$ cat config.mk
export PLATFORM = sky130hd
export DESIGN_NAME = avion_cpu_v2_flat
export DESIGN_NICKNAME = d
export VERILOG_FILES = /design/src/rtl/avion_pkg.sv /design/src/rtl/avion_cpu_v2_if.sv /design/src/rtl/avion_divider.sv /design/src/rtl/avion_cpu_v2.sv /design/src/flat_wrapper.sv
export SDC_FILE = /design/constraint.sdc
export NUM_CORES = 1
export LEC_CHECK = 0
export BUFFER_PORTS_ARGS = -buffer_cell sky130_fd_sc_hd__buf_4
export CELL_PAD_IN_SITES_DETAIL_PLACEMENT = 2
export CELL_PAD_IN_SITES_GLOBAL_PLACEMENT = 2
export CORE_MARGIN = 2
export CORE_UTILIZATION = 40
export CTS_CLUSTER_DIAMETER = 40
export DETAILED_ROUTE_END_ITERATION = 7
export GPL_TIMING_DRIVEN = 1
export PLACE_DENSITY = 0.95
export SLEW_MARGIN = 15
export SYNTH_ARGS = -nofsm -noshare
export SYNTH_HDL_FRONTEND = slang
export SYNTH_SLANG_ARGS = --single-unit
$ cat constraint.sdc
create_clock -name clk -period 16.25 [get_ports clk]
set_input_delay 3.25 -clock clk [delete_from_list [all_inputs] [get_ports clk]]
set_output_delay 3.25 -clock clk [all_outputs]
set_load 0.05 [all_outputs]
$ cat src/rtl/avion_pkg.sv
// Shared opcode map, FSM state encoding and instruction-field helper for the Avion v2 core.
package avion_pkg;

  localparam int unsigned OP_LOD = 0;
  localparam int unsigned OP_STO = 1;
  localparam int unsigned OP_ADD = 2;
  localparam int unsigned OP_SUB = 3;
  localparam int unsigned OP_MUL = 4;
  localparam int unsigned OP_DIV = 5;
  localparam int unsigned OP_JMP = 6;
  localparam int unsigned OP_JMZ = 7;
  localparam int unsigned OP_NOP = 8;
  localparam int unsigned OP_HLT = 9;
  localparam int unsigned OP_AND = 10;
  localparam int unsigned OP_OR  = 11;
  localparam int unsigned OP_XOR = 12;

  typedef enum logic [2:0] {
    S_FETCH, S_DECODE, S_EXEC, S_MEM, S_DIV_WAIT, S_HALT
  } state_e;

  // Extracts a width-bit field starting at lsb; callers narrow the result.
  function automatic logic [63:0] field(logic [63:0] w, int unsigned lsb, int unsigned width);
    return (w >> lsb) & ((64'd1 << width) - 64'd1);
  endfunction

endpackage

$ cat src/rtl/avion_cpu_v2_if.sv
// Single-port synchronous RAM bus between the core (master) and the memory model (slave).
interface avion_cpu_v2_if #(
  parameter int ADDRESS_WIDTH = 6,
  parameter int DATA_WIDTH    = 10
);
  logic [ADDRESS_WIDTH-1:0] mem_addr;
  logic [DATA_WIDTH-1:0]    mem_wdata;
  logic                     mem_we;
  logic [DATA_WIDTH-1:0]    mem_rdata;

  modport master (output mem_addr, output mem_wdata, output mem_we, input mem_rdata);
  modport slave  (input mem_addr, input mem_wdata, input mem_we, output mem_rdata);
endinterface

$ cat src/rtl/avion_divider.sv
// Restoring unsigned divider, one quotient bit per cycle; done/quotient are valid in the last step cycle.
module avion_divider #(
  parameter int DATA_WIDTH = 10
) (
  input  logic                  clk,
  input  logic                  rst,
  input  logic                  start,
  input  logic [DATA_WIDTH-1:0] dividend,
  input  logic [DATA_WIDTH-1:0] divisor,
  output logic                  done,
  output logic [DATA_WIDTH-1:0] quotient,
  output logic                  div_by_zero
);
  localparam int CW = $clog2(DATA_WIDTH + 1);

  logic                  busy_q, busy_d;
  logic [CW-1:0]         cnt_q, cnt_d;
  logic [DATA_WIDTH-1:0] quo_q, quo_d, dvs_q, dvs_d, rem_q, rem_d;
  logic [DATA_WIDTH:0]   rem_sh;
  logic                  fits;

  always_comb begin
    busy_d   = busy_q;
    cnt_d    = cnt_q;
    quo_d    = quo_q;
    dvs_d    = dvs_q;
    rem_d    = rem_q;
    rem_sh   = {rem_q, quo_q[DATA_WIDTH-1]};
    fits     = rem_sh >= {1'b0, dvs_q};
    // Next quotient is exposed combinationally so the core can latch it on the final step edge.
    quotient = {quo_q[DATA_WIDTH-2:0], fits};
    done     = busy_q && (cnt_q == CW'(1));
    if (start) begin
      busy_d = 1'b1;
      cnt_d  = CW'(DATA_WIDTH);
      quo_d  = dividend;
      dvs_d  = divisor;
      rem_d  = '0;
    end else if (busy_q) begin
      rem_d = fits ? DATA_WIDTH'(rem_sh - {1'b0, dvs_q}) : DATA_WIDTH'(rem_sh);
      quo_d = quotient;
      cnt_d = cnt_q - CW'(1);
      if (done) busy_d = 1'b0;
    end
  end

  assign div_by_zero = (dvs_q == '0);

  always_ff @(posedge clk) begin
    if (rst) begin
      busy_q <= 1'b0;
      cnt_q  <= '0;
      quo_q  <= '0;
      dvs_q  <= '0;
      rem_q  <= '0;
    end else begin
      busy_q <= busy_d;
      cnt_q  <= cnt_d;
      quo_q  <= quo_d;
      dvs_q  <= dvs_d;
      rem_q  <= rem_d;
    end
  end
endmodule

$ cat src/rtl/avion_cpu_v2.sv
// Avion v2 accumulator CPU: FETCH/DECODE/EXEC/MEM sequencer over a one-cycle-latency RAM.
// Define AVION_CPU_DIV_EN to build the iterative divider and enable opcode DIV.
module avion_cpu_v2
  import avion_pkg::*;
#(
  parameter int ADDRESS_WIDTH = 6,
  parameter int OPCODE_WIDTH  = 4,
  parameter int DATA_WIDTH    = ADDRESS_WIDTH + OPCODE_WIDTH
) (
  input  logic                     clk,
  input  logic                     rst,
  avion_cpu_v2_if.master           bus,
  output logic [ADDRESS_WIDTH-1:0] pc,
  output logic [DATA_WIDTH-1:0]    acc,
  output logic                     carry,
  output logic                     halted,
  output logic                     illegal_op
);
  localparam int DW = DATA_WIDTH;
`ifdef AVION_CPU_DIV_EN
  localparam bit DIV_EN = 1'b1;
`else
  localparam bit DIV_EN = 1'b0;
`endif

  state_e                   state_q, state_d;
  logic [ADDRESS_WIDTH-1:0] pc_q, pc_d, operand, addr;
  logic [DW-1:0]            ir_q, ir_d, acc_q, acc_d, rdata, wdata, div_quo;
  logic                     carry_q, carry_d, ill_q, ill_d, we, div_done, div_dbz;
  logic [OPCODE_WIDTH-1:0]  opcode;
  int unsigned              op;
  logic [DW:0]              sum;
  logic [2*DW-1:0]          prod;

  assign rdata   = bus.mem_rdata;
  assign opcode  = OPCODE_WIDTH'(field(64'(ir_q), ADDRESS_WIDTH, OPCODE_WIDTH));
  assign operand = ADDRESS_WIDTH'(field(64'(ir_q), 0, ADDRESS_WIDTH));
  assign op      = 32'(opcode);
  assign sum     = {1'b0, acc_q} + {1'b0, rdata};
  assign prod    = {{DW{1'b0}}, acc_q} * {{DW{1'b0}}, rdata};

`ifdef AVION_CPU_DIV_EN
  logic div_start;
  assign div_start = (state_q == S_MEM) && (op == OP_DIV) && !rst;
  avion_divider #(.DATA_WIDTH(DW)) u_div (
    .clk(clk), .rst(rst), .start(div_start), .dividend(acc_q), .divisor(rdata),
    .done(div_done), .quotient(div_quo), .div_by_zero(div_dbz)
  );
`else
  assign div_done = 1'b0;
  assign div_quo  = '0;
  assign div_dbz  = 1'b0;
`endif

  always_comb begin
    state_d = state_q;
    pc_d    = pc_q;
    ir_d    = ir_q;
    acc_d   = acc_q;
    carry_d = carry_q;
    ill_d   = ill_q;
    addr    = '0;
    wdata   = '0;
    we      = 1'b0;
    case (state_q)
      S_FETCH: begin
        addr    = pc_q;
        state_d = S_DECODE;
      end
      S_DECODE: begin
        ir_d    = rdata;
        pc_d    = pc_q + ADDRESS_WIDTH'(1);
        state_d = S_EXEC;
      end
      S_EXEC: begin
        state_d = S_FETCH;
        case (op)
          OP_LOD, OP_ADD, OP_SUB, OP_MUL, OP_AND, OP_OR, OP_XOR: begin
            addr    = operand;
            state_d = S_MEM;
          end
          OP_DIV: begin
            if (DIV_EN) begin
              addr    = operand;
              state_d = S_MEM;
            end else begin
              ill_d   = 1'b1;
              state_d = S_HALT;
            end
          end
          OP_STO: begin
            addr  = operand;
            wdata = acc_q;
            we    = 1'b1;
          end
          OP_JMP: pc_d = operand;
          OP_JMZ: if (acc_q == '0) pc_d = operand;
          OP_NOP: ;
          OP_HLT: state_d = S_HALT;
          default: begin
            ill_d   = 1'b1;
            state_d = S_HALT;
          end
        endcase
      end
      S_MEM: begin
        state_d = S_FETCH;
        case (op)
          OP_LOD: acc_d = rdata;
          OP_ADD: {carry_d, acc_d} = sum;
          OP_SUB: begin
            acc_d   = acc_q - rdata;
            carry_d = rdata > acc_q;
          end
          OP_MUL: begin
            acc_d   = prod[DW-1:0];
            carry_d = |prod[2*DW-1:DW];
          end
          OP_AND: acc_d = acc_q & rdata;
          OP_OR:  acc_d = acc_q | rdata;
          OP_XOR: acc_d = acc_q ^ rdata;
          OP_DIV: state_d = S_DIV_WAIT;
          default: ;
        endcase
      end
      S_DIV_WAIT: begin
        if (div_done) begin
          acc_d   = div_quo;
          carry_d = div_dbz;
          state_d = S_FETCH;
        end
      end
      S_HALT: ;
      default: state_d = S_FETCH;
    endcase
    // Bus is quiet for the whole reset cycle, even if the FSM was mid-store.
    if (rst) begin
      addr  = '0;
      wdata = '0;
      we    = 1'b0;
    end
  end

  always_ff @(posedge clk) begin
    if (rst) begin
      state_q <= S_FETCH;
      pc_q    <= '0;
      ir_q    <= '0;
      acc_q   <= '0;
      carry_q <= 1'b0;
      ill_q   <= 1'b0;
    end else begin
      state_q <= state_d;
      pc_q    <= pc_d;
      ir_q    <= ir_d;
      acc_q   <= acc_d;
      carry_q <= carry_d;
      ill_q   <= ill_d;
    end
  end

  assign bus.mem_addr  = addr;
  assign bus.mem_wdata = wdata;
  assign bus.mem_we    = we;
  assign pc            = pc_q;
  assign acc           = acc_q;
  assign carry         = carry_q;
  assign halted        = (state_q == S_HALT);
  assign illegal_op    = ill_q;
endmodule

$ cat src/flat_wrapper.sv
// flat-port wrapper written by rule: the top's interface ports become plain ports
module avion_cpu_v2_flat import avion_pkg::*;
#(
  parameter int ADDRESS_WIDTH = 6,
  parameter int OPCODE_WIDTH  = 4,
  parameter int DATA_WIDTH    = ADDRESS_WIDTH + OPCODE_WIDTH
)
  (clk, rst, pc, acc, carry, halted, illegal_op, bus_mem_addr, bus_mem_wdata, bus_mem_we, bus_mem_rdata);
  avion_cpu_v2_if #(.ADDRESS_WIDTH(ADDRESS_WIDTH), .DATA_WIDTH(DATA_WIDTH)) bus_i ();
  input  logic clk;
  input  logic rst;
  output logic [ADDRESS_WIDTH-1:0] pc;
  output logic [DATA_WIDTH-1:0] acc;
  output logic carry;
  output logic halted;
  output logic illegal_op;
  output wire logic [$bits(bus_i.mem_addr)-1:0] bus_mem_addr;
  output wire logic [$bits(bus_i.mem_wdata)-1:0] bus_mem_wdata;
  output wire logic [$bits(bus_i.mem_we)-1:0] bus_mem_we;
  input wire logic [$bits(bus_i.mem_rdata)-1:0] bus_mem_rdata;
  assign bus_mem_addr = bus_i.mem_addr;
  assign bus_mem_wdata = bus_i.mem_wdata;
  assign bus_mem_we = bus_i.mem_we;
  assign bus_i.mem_rdata = bus_mem_rdata;
  avion_cpu_v2 #(.ADDRESS_WIDTH(ADDRESS_WIDTH), .OPCODE_WIDTH(OPCODE_WIDTH), .DATA_WIDTH(DATA_WIDTH)) u_core (.clk(clk), .rst(rst), .bus(bus_i), .pc(pc), .acc(acc), .carry(carry), .halted(halted), .illegal_op(illegal_op));
endmodule
# == Yosys cells after proc, flatten, opt, wreduce, memory -nomap -nowiden ==
# Index checks and enable logic that the tools add are counted.
# totals
regBits,31
in_bits,12
# op_classes
addsub,3
multipliers,1
order_cmp,1
eq_ne,19
mux,17
bitwise_logic,4
reduce_logical,16
# ops
cell,count
case mux 10 bit (7 select lines),1
case mux 6 bit (2 select lines),3
zero test 32 bit,1
2-to-1 mux 10 bit,3
equality test 4 bit (second input constant),5
multiplier 10 x 10 -> 20 bit,1
2-to-1 mux 6 bit,3
equality test 4 x 3 -> 1 bit (second input constant),4
case mux 3 bit (5 select lines),1
OR reduction 12 bit,1
adder 10 x 10 -> 11 bit,1
bitwise AND 10 bit,1
> comparator 10 bit,1
zero test 10 bit,1
OR 10 bit,1
OR reduction 10 bit,1
subtractor 10 bit,1
XOR 10 bit,1
equality test 4 x 2 -> 1 bit (second input constant),2
OR reduction 8 bit,1
nonzero test 7 bit,1
OR reduction 7 bit,1
adder 6 x 1 -> 6 bit (second input constant),1
equality test 3 x 2 -> 1 bit (second input constant),2
other kinds (16),22

# == Longest topological paths before layout ==
# Gate-level depths: netlist of run 1.
# depth
ltp_word,5
ltp_mapped,21
ltp_nobuf,21

# == Least setup slack after synthesis of run 1 ==
# No wires, ideal clock.
# synth_timing
path_type,in2out
startpoint,in rst
endpoint,out bus_mem_wdata[0]
arrival_ns,5.124
required_ns,13.000
setup_slack_ns,7.876
stages,4
path_buffers,2
path_cell_list,clkbuf_1 or4_1 clkbuf_1 nor3_1
# synth_via
elab_chain_cells,1
# synth_lines
item,line,source
"start, declared",flat_wrapper.sv:11,input logic rst;
2-to-1 mux 10 bit,avion_cpu_v2.sv:137,if (rst) begin
"end, declared",flat_wrapper.sv:18,output wire logic [$bits(bus_i.mem_wdata)-1:0] bus_mem_wdata;
# Every way passes these cells.

# == Worst setup path after layout of run 1 ==
# layout_timing
startpoint,in bus_mem_rdata[6]
endpoint,"reg u_core.carry_q, in the netlist u_core.carry"
# layout_via
elab_chain_cells,3
word_cells_on_any_way,5
classes_between,add/sub: 1; mul: 1; order compare: 1; mux: 1; reduce/logical: 1
# layout_lines
item,line,source
"start, declared",flat_wrapper.sv:20,input wire logic [$bits(bus_i.mem_rdata)-1:0] bus_mem_rdata;
multiplier 10 x 10 -> 20 bit,avion_cpu_v2.sv:40,"assign prod = {{DW{1'b0}}, acc_q} * {{DW{1'b0}}, rdata};"
OR reduction 10 bit,avion_cpu_v2.sv:117,carry_d = |prod[2*DW-1:DW];
case mux 1 bit (3 select lines) *,avion_cpu_v2.sv:108,case (op)
"end signal, assigned",avion_cpu_v2.sv:157,carry_q <= carry_d;
"end, declared",avion_cpu_v2.sv:29,"logic carry_q, carry_d, ill_q, ill_d, we, div_done, div_dbz;"
# Every way passes the cells marked *; elsewhere a longest branch is shown, timed or not.
# A chain may end at the register's enable or synchronous reset.

==> metrics.md, run 1 <==
| Metric | Value |
|---|---|
| Outcome | completed |
| Max-Cap Viols | 0 |
| Top layer in use | met4 |
| Fin cells | 1049 |
| Synthesized flop and latch total | 31 |
| Slew @ Worst Pin | between 1 and 1.5 ns |
| Initial core utilization | 41.2% |
| Critical path type | input pin to flop |
| Internal | 0.000230 W |
| First-pass GRT wire length | between 40000 and 50000 um |
| DR WL met3 | between 2000 and 2500 um |
| Critical path origin | bus_mem_rdata[6] |
| Area leader, netlist | fa_1 |
| Crit end category | flop |
| Mapped Cells | between 800 and 900 |
| Final setup vio count | 0 |
| Inst Count DP | approximately 1000 |
| Reg2reg setup slack | about 9.6 ns |
| VDD IR max | between 0.00003 and 0.00004 V |
| Post-DRT Antenna Nets | 0 |
| Number of global-route vias before repair | 7731 |
| First-pass DRT Iterations | 5 |
| Antenna Cells | 0 |
| Met2 WL | roughly 15000 um |
| Avg Cell Area, Syn | approximately 7.7 um^2 |
| Yosys warns | 0 |
| Num rows | between 40 and 50 |
| CTS Buffer Depth | 2 |
| Initial antenna violation count | 0 |
| Crit-path max cell delay | approximately 0.58 ns |
| Layout Skew | between 0.01 and 0.015 ns |
| Highest-delay cell along the critical path | fa_1 |
| Static leakage | approximately 3.2 nW |
| DRC Markers | 0 |
| Crit-path cells | buf_4, inv_1, nor2_1, fa_1, inv_1, fa_1, inv_1, fa_1, fa_1, inv_1, fa_1, inv_1, ha_1, a21oi_1, o21ai_0, or2_4, or3_1, a221o_1, a2111oi_2, nor2_1 |
| Die X | about 130 um |
| Most frequent cells in the layout | 116 x nand2_1, 96 x inv_1, 87 x nor2_1 |
| Gate power share | ~57% |
| Met1 wire length | about 12000 um |
| Port-buffer cells | 47 |
| Setup TNS Final | 0 ns |
| Worst Path Arrival | roughly 8.9 ns |
| Post-synth cell types | 69 |
| Cell area power density | 68.3 nW/um^2 |
| Clock share of power | 21.4% |
| Switching Fraction | 51.3% |
| Overall power | about 0.00047 W |
| Initial DRC Count | between 600 and 700 |
| P&R area growth vs syn | 9.54% |
| Area fraction of the dominant cell type after synthesis | approximately 20% |
| Die Span Y | 130 um |
| CP required | between 15 and 20 ns |
| Via density | 6.47 |
| Drt total wl | 30600 um |
| Mapped Area | around 6300 um^2 |
| Crit-path max FO | 10 |
| Synth area leaders | fa_1 20%, ha_1 17%, dfxtp_1 9.8% |
| Synth Flop Type | dfxtp_1 |
| DP Wirelength | between 20000 and 25000 um |
| Root buf cell | clkbuf_16 |
| CTS Buf Count | 5 |
| Num Clock Sinks | 31 |
| Synth async-reset ratio | 0% |
| Final Hold Fails | 0 |
| Gpl congestion | between 0.9 and 1 |
| Sequential-to-total area share from yosys stat | roughly a tenth |
| Total congestion overflow | 0 |
| # resized after CTS | 0 |
| Worst hold path startpoint | u_core.illegal_op |
| Tmin final | ~8.7 ns |
| Worst-Skew Late Latency | a little under 0.3 ns |
| Largest net degree at the start of global routing | 35 |
| Core Region | 15300 um^2 |
| GRT Overall Usage | a little under two fifths |
| Startpoint Class | input pin |
| Vias | roughly 6800 |
| Flop pwr share | a little over a fifth |
| Layout cells sized above 1 | under 10% |
| Max Clock Freq | ~110 MHz |
| Die area | ~17000 um^2 |
| TritonCTS clock tree | done |
| RR Startpoint | u_core.acc[3] |
| I/O pin cnt | 48 |
| Commonest non-fill, non-tap cell in the layout | nand2_1 |
| CTS Hold Bufs | 0 |
| EDFF count, synth | 0 |
| Routed wire per std cell | 29.2 um |
| Part of the cycle the worst path needs | 53.8% |
| Worst min-delay path category | flop to flop |
| Clock Pin Slew Worst Setup and Hold Paths | 0.06 ns |
| Sw power | between 0.0002 and 0.00025 W |
| Rel. slew slack | a little under 30% |
| Final #Nets | 1000 |
| Maximum level of the CTS H-tree | 2 |
| Slew Limit Fails | 0 |
| WHS | roughly 0.48 ns |
| Post-CTS setup buffers | 0 |
| Syn nets | 986 |
| RSZ-0062 raised after global routing | no |
worst max-delay path: cells and delay by family:
family                   cells  cell delay (ns)
AO/OA/AOI/OAI                4             1.25
adder cells (fa/ha/maj)      6             2.90
buffers and inverters        6             0.61
AND/OR/NAND/NOR              4             0.90
final timing paths:
check	end	cells past startpoint
max	u_core.carry	20
min	u_core.illegal_op	2
max reg2reg	u_core.carry	19
min reg2reg	u_core.illegal_op	2
power by group through the flow:
stage	sequential (W)	clock, W	combinational (W)
after floorplan	0.000101	0	0.000164
after global placement	0.000101	0	0.000225
after detailed placement	0.000102	0	0.000252
after CTS	0.000101	0.000100	0.000262
after global routing	0.000103	0.000103	0.000285
final	0.000103	0.000101	0.000268
Yosys cell counts (8+ instances only):
cell	number
nand2_1	116
inv_1	96
nor2_1	87
ha_1	86
fa_1	64
a21oi_1	54
clkbuf_1	34
dfxtp_1	31
o21ai_0	31
nor3_1	21
nand3_1	18
nor2b_1	14
xnor2_1	10
o211ai_1	9
nor4_1	8
o21a_1	8
xor2_1	8
flip-flops by register name, summed over array words and instances (netlist names):
signal / count
u_core.carry: 1
u_core.ir_q: 10
u_core.illegal_op: 1
u_core.state_q: 3
u_core.pc: 6
u_core.acc: 10
stage by stage:
step / setup WS [ns] / utilization [%] / area (um^2)
6_report: 7.50 / 45.1 / 6910
5_1_grt: 7.18 / 45.1 / 6910
4_1_cts: 7.51 / 45.1 / 6910
3_5_place_dp: 7.27 / 44.2 / 6760
3_3_place_gp: 7.72 / 44.2 / 6760
2_1_floorplan: 7.88 / - / 6310
layer usage:
layer  vias to the layer above  global-route usage [%]
li1                       2808                       -
met1                      3417                    44.2
met2                       411                    61.7
met3                       151                    7.02
met4                         0                    23.9
met5                         -                       0
cells by family after synthesis:
family | share of synthesized area (%)
and+or+nand+nor | 22.0
AOI/OAI and AO/OA | 18.5
adders and majority gates | 37.4
buffers and inverters | 8.63
DFF | 9.84
xor gates and xnor gates | 2.50
muxes | 1.15
cell type report:
type | instances | area, um^2
tap | 211 | 264
clock inverter | 1 | 5.00
multi-input combinational | 653 | 5150
fill | 1759 | 8400
sequential | 31 | 621
clock buffer | 6 | 139
timing repair buffer | 49 | 368
inverter | 98 | 368
Power figures use the tool's default switching activity.
==> run 2: changes to the inputs <==
Settings changed: ABC_AREA set to 1, CORE_UTILIZATION 40 to 35, PLACE_DENSITY 0.95 to 0.94.
Clock period 16.25 ns to 8.14 ns, I/O delays scaled along.
==> run 2 against run 1 <==
Global-route usage decreased by 3.2 points. Cell area increased by 6.2%. Register-to-register slack got worse by 7.3 ns. Via count increased by 8.8%. Wire length increased by 9.5%. Critical path type unchanged. Highest routed layer unchanged.
==> metrics.md, run 2 <==
| Metric | Value |
|---|---|
| Total congestion overflow | 0 |
| Max-Cap Viols | 0 |
| DRC Markers | 0 |
| Avg Cell Area, Syn | between 6 and 7 um^2 |
| Most numerous cell on the critical path | nand2_1 |
| Highest-delay cell along the critical path | fa_1 |
| Synth area leaders | fa_1 19%, ha_1 16%, nand2_1 14% |
| First-pass GRT wire length | about 51000 um |
| CP bufs+invs | 6 |
| Pre-CTS setup slack | around 1.5 ns |
| DR WL met3 | ~2300 um |
| Rel. slew slack | 38.0% |
| Final worst setup slack | approximately 1.7 ns |
| Port-buffer cells | 47 |
| Critical path type | input pin to flop |
| Tmin final | 6.41 ns |
| Post-CTS setup buffers | 0 |
| Most frequent cell after synthesis | nand2_1 |
| Synth async-reset ratio | 0% |
| RSZ-0062 raised after global routing | no |
| Sw power | about 0.00048 W |
| Top layer in use | met4 |
| Static leakage | a little under 4 nW |
| Switching Fraction | between 50% and 60% |
| Die Span Y | around 140 um |
| Mapped Cells | about 1000 |
| CTS Buffer Depth | 2 |
| Gpl congestion | 0.944 |
| CTS Buf Count | 5 |
| Synthesized flop and latch total | 31 |
| Clock Pin Slew Worst Setup and Hold Paths | 0.08 ns |
| Crit-path max cell delay | around 0.57 ns |
| Layout Skew | 0.0167 ns |
| Syn nets | ~1200 |
| DP Wirelength | between 20000 and 30000 um |
| Worst Path Arrival | between 6 and 7 ns |
| First-pass DRT Iterations | 5 |
| Initial DRC Count | about 560 |
| CP required | 8.35 ns |
| Max Clock Freq | 156 MHz |
| Synth Flop Type | dfxtp_1 |
| Num rows | 50 |
| Final setup vio count | 0 |
| Worst min-delay path category | flop to flop |
| Via density | 5.81 |
| Crit end category | flop |
| Area leader, netlist | fa_1 |
| Slew @ Worst Pin | a little over 0.9 ns |
| Clock share of power | around a quarter |
| CTS Hold Bufs | 0 |
| Initial core utilization | between 30% and 40% |
| WHS | 0.510 ns |
| Layout cells sized above 1 | a little under 9% |
| Maximum level of the CTS H-tree | 2 |
| Cell area power density | around 130 nW/um^2 |
| Die area | between 20000 and 25000 um^2 |
| Mapped Area | 6620 um^2 |
| VDD IR max | about 0.000074 V |
| TritonCTS clock tree | done |
| Startpoint Class | input pin |
| GRT Overall Usage | roughly 34% |
| Gate power share | a little over half |
| Family with the most delay on the worst path | adder cells |
| Worst-Skew Late Latency | around 0.31 ns |
| Most frequent cells after synthesis | 253 x nand2_1, 210 x inv_1, 86 x ha_1 |
| EDFF count, synth | 0 |
| Final #Nets | ~1200 |
| Number of global-route vias before repair | between 8000 and 9000 |
| Sequential-to-total area share from yosys stat | under 10% |
| Met2 WL | 15600 um |
| Crit-path max FO | 12 |
| Commonest non-fill, non-tap cell in the layout | nand2_1 |
| Area fraction of the dominant cell type after synthesis | 19.4% |
| Root buf cell | clkbuf_16 |
| Post-DRT Antenna Nets | 0 |
| Setup TNS Final | 0 ns |
| Yosys warns | 0 |
| Part of the cycle the worst path needs | between 70% and 80% |
| Flop pwr share | 22.2% |
| Post-synth cell types | 43 |
| I/O pin cnt | 48 |
| Drt total wl | approximately 33000 um |
| Internal | approximately 0.00044 W |
| Die X | approximately 140 um |
| Core Region | approximately 19000 um^2 |
| Outcome | completed |
| Slew Limit Fails | 0 |
| Met1 wire length | around 13000 um |
| # resized after CTS | 0 |
| Num Clock Sinks | 31 |
| Largest net degree at the start of global routing | 22 |
| Initial antenna violation count | 1 |
| Final Hold Fails | 0 |
| Vias | roughly 7400 |
| P&R area growth vs syn | 10.9% |
| Most frequent cells in the layout | 253 x nand2_1, 210 x inv_1, 86 x ha_1 |
| Routed wire per std cell | around 26 um |
## run 2: stage by stage
step | total power (W) | util [%] | instance area (um^2) | cells
6_report | 0.000924 | 39.4 | 7340 | 1271
5_1_grt | 0.000966 | 39.3 | 7330 | 1270
4_1_cts | 0.000914 | 39.3 | 7330 | 1270
3_5_place_dp | 0.000677 | 38.5 | 7170 | 1262
3_3_place_gp | 0.000633 | 38.5 | 7170 | 1262
2_1_floorplan | 0.000499 | - | 6620 | 1004
## run 2: power groups by stage
| stage | clock, W | sequential [W] | combinational, W |
|---|---|---|---|
| after floorplan | 0 | 0.000220 | 0.000279 |
| final | 0.000232 | 0.000205 | 0.000487 |
| after CTS | 0.000231 | 0.000204 | 0.000479 |
| after detailed placement | 0 | 0.000207 | 0.000470 |
| after global routing | 0.000236 | 0.000206 | 0.000524 |
| after global placement | 0 | 0.000204 | 0.000429 |
## run 2: final timing paths
kind                                     endpoint         startpoint  slack (ns)  depth (start not counted)
worst max-delay path                 u_core.carry   bus_mem_rdata[8]        1.73                         25
worst min register to register  u_core.illegal_op  u_core.illegal_op        0.51                          1
worst max register to register       u_core.carry      u_core.acc[2]        2.27                         24
worst min-delay path            u_core.illegal_op  u_core.illegal_op        0.51                          1
## run 2: per-layer routing
layer | track usage, % | up-vias
met5 | 0 | -
met4 | 22.5 | 0
met3 | 7.76 | 136
met2 | 55.8 | 327
met1 | 39.8 | 3723
li1 | - | 3201
## run 2: cell type report
cell class	instances	area [um^2]
clock inverter	1	7.51
clock buffer	7	153
timing repair buffer	50	375
sequential	31	621
tap	234	293
antenna	1	2.50
fill	2275	11300
multi-input combinational	725	5050
inverter	222	835
## run 2: cell families after synthesis
family          count (synthesis)  share of synthesized area [%]
simple gates                  423                           26.8
buf+inv                       248                           14.3
fa+ha+maj                     150                           35.6
compound gates                147                           13.3
flops                          31                           9.38
xor+xnor                        5                          0.662
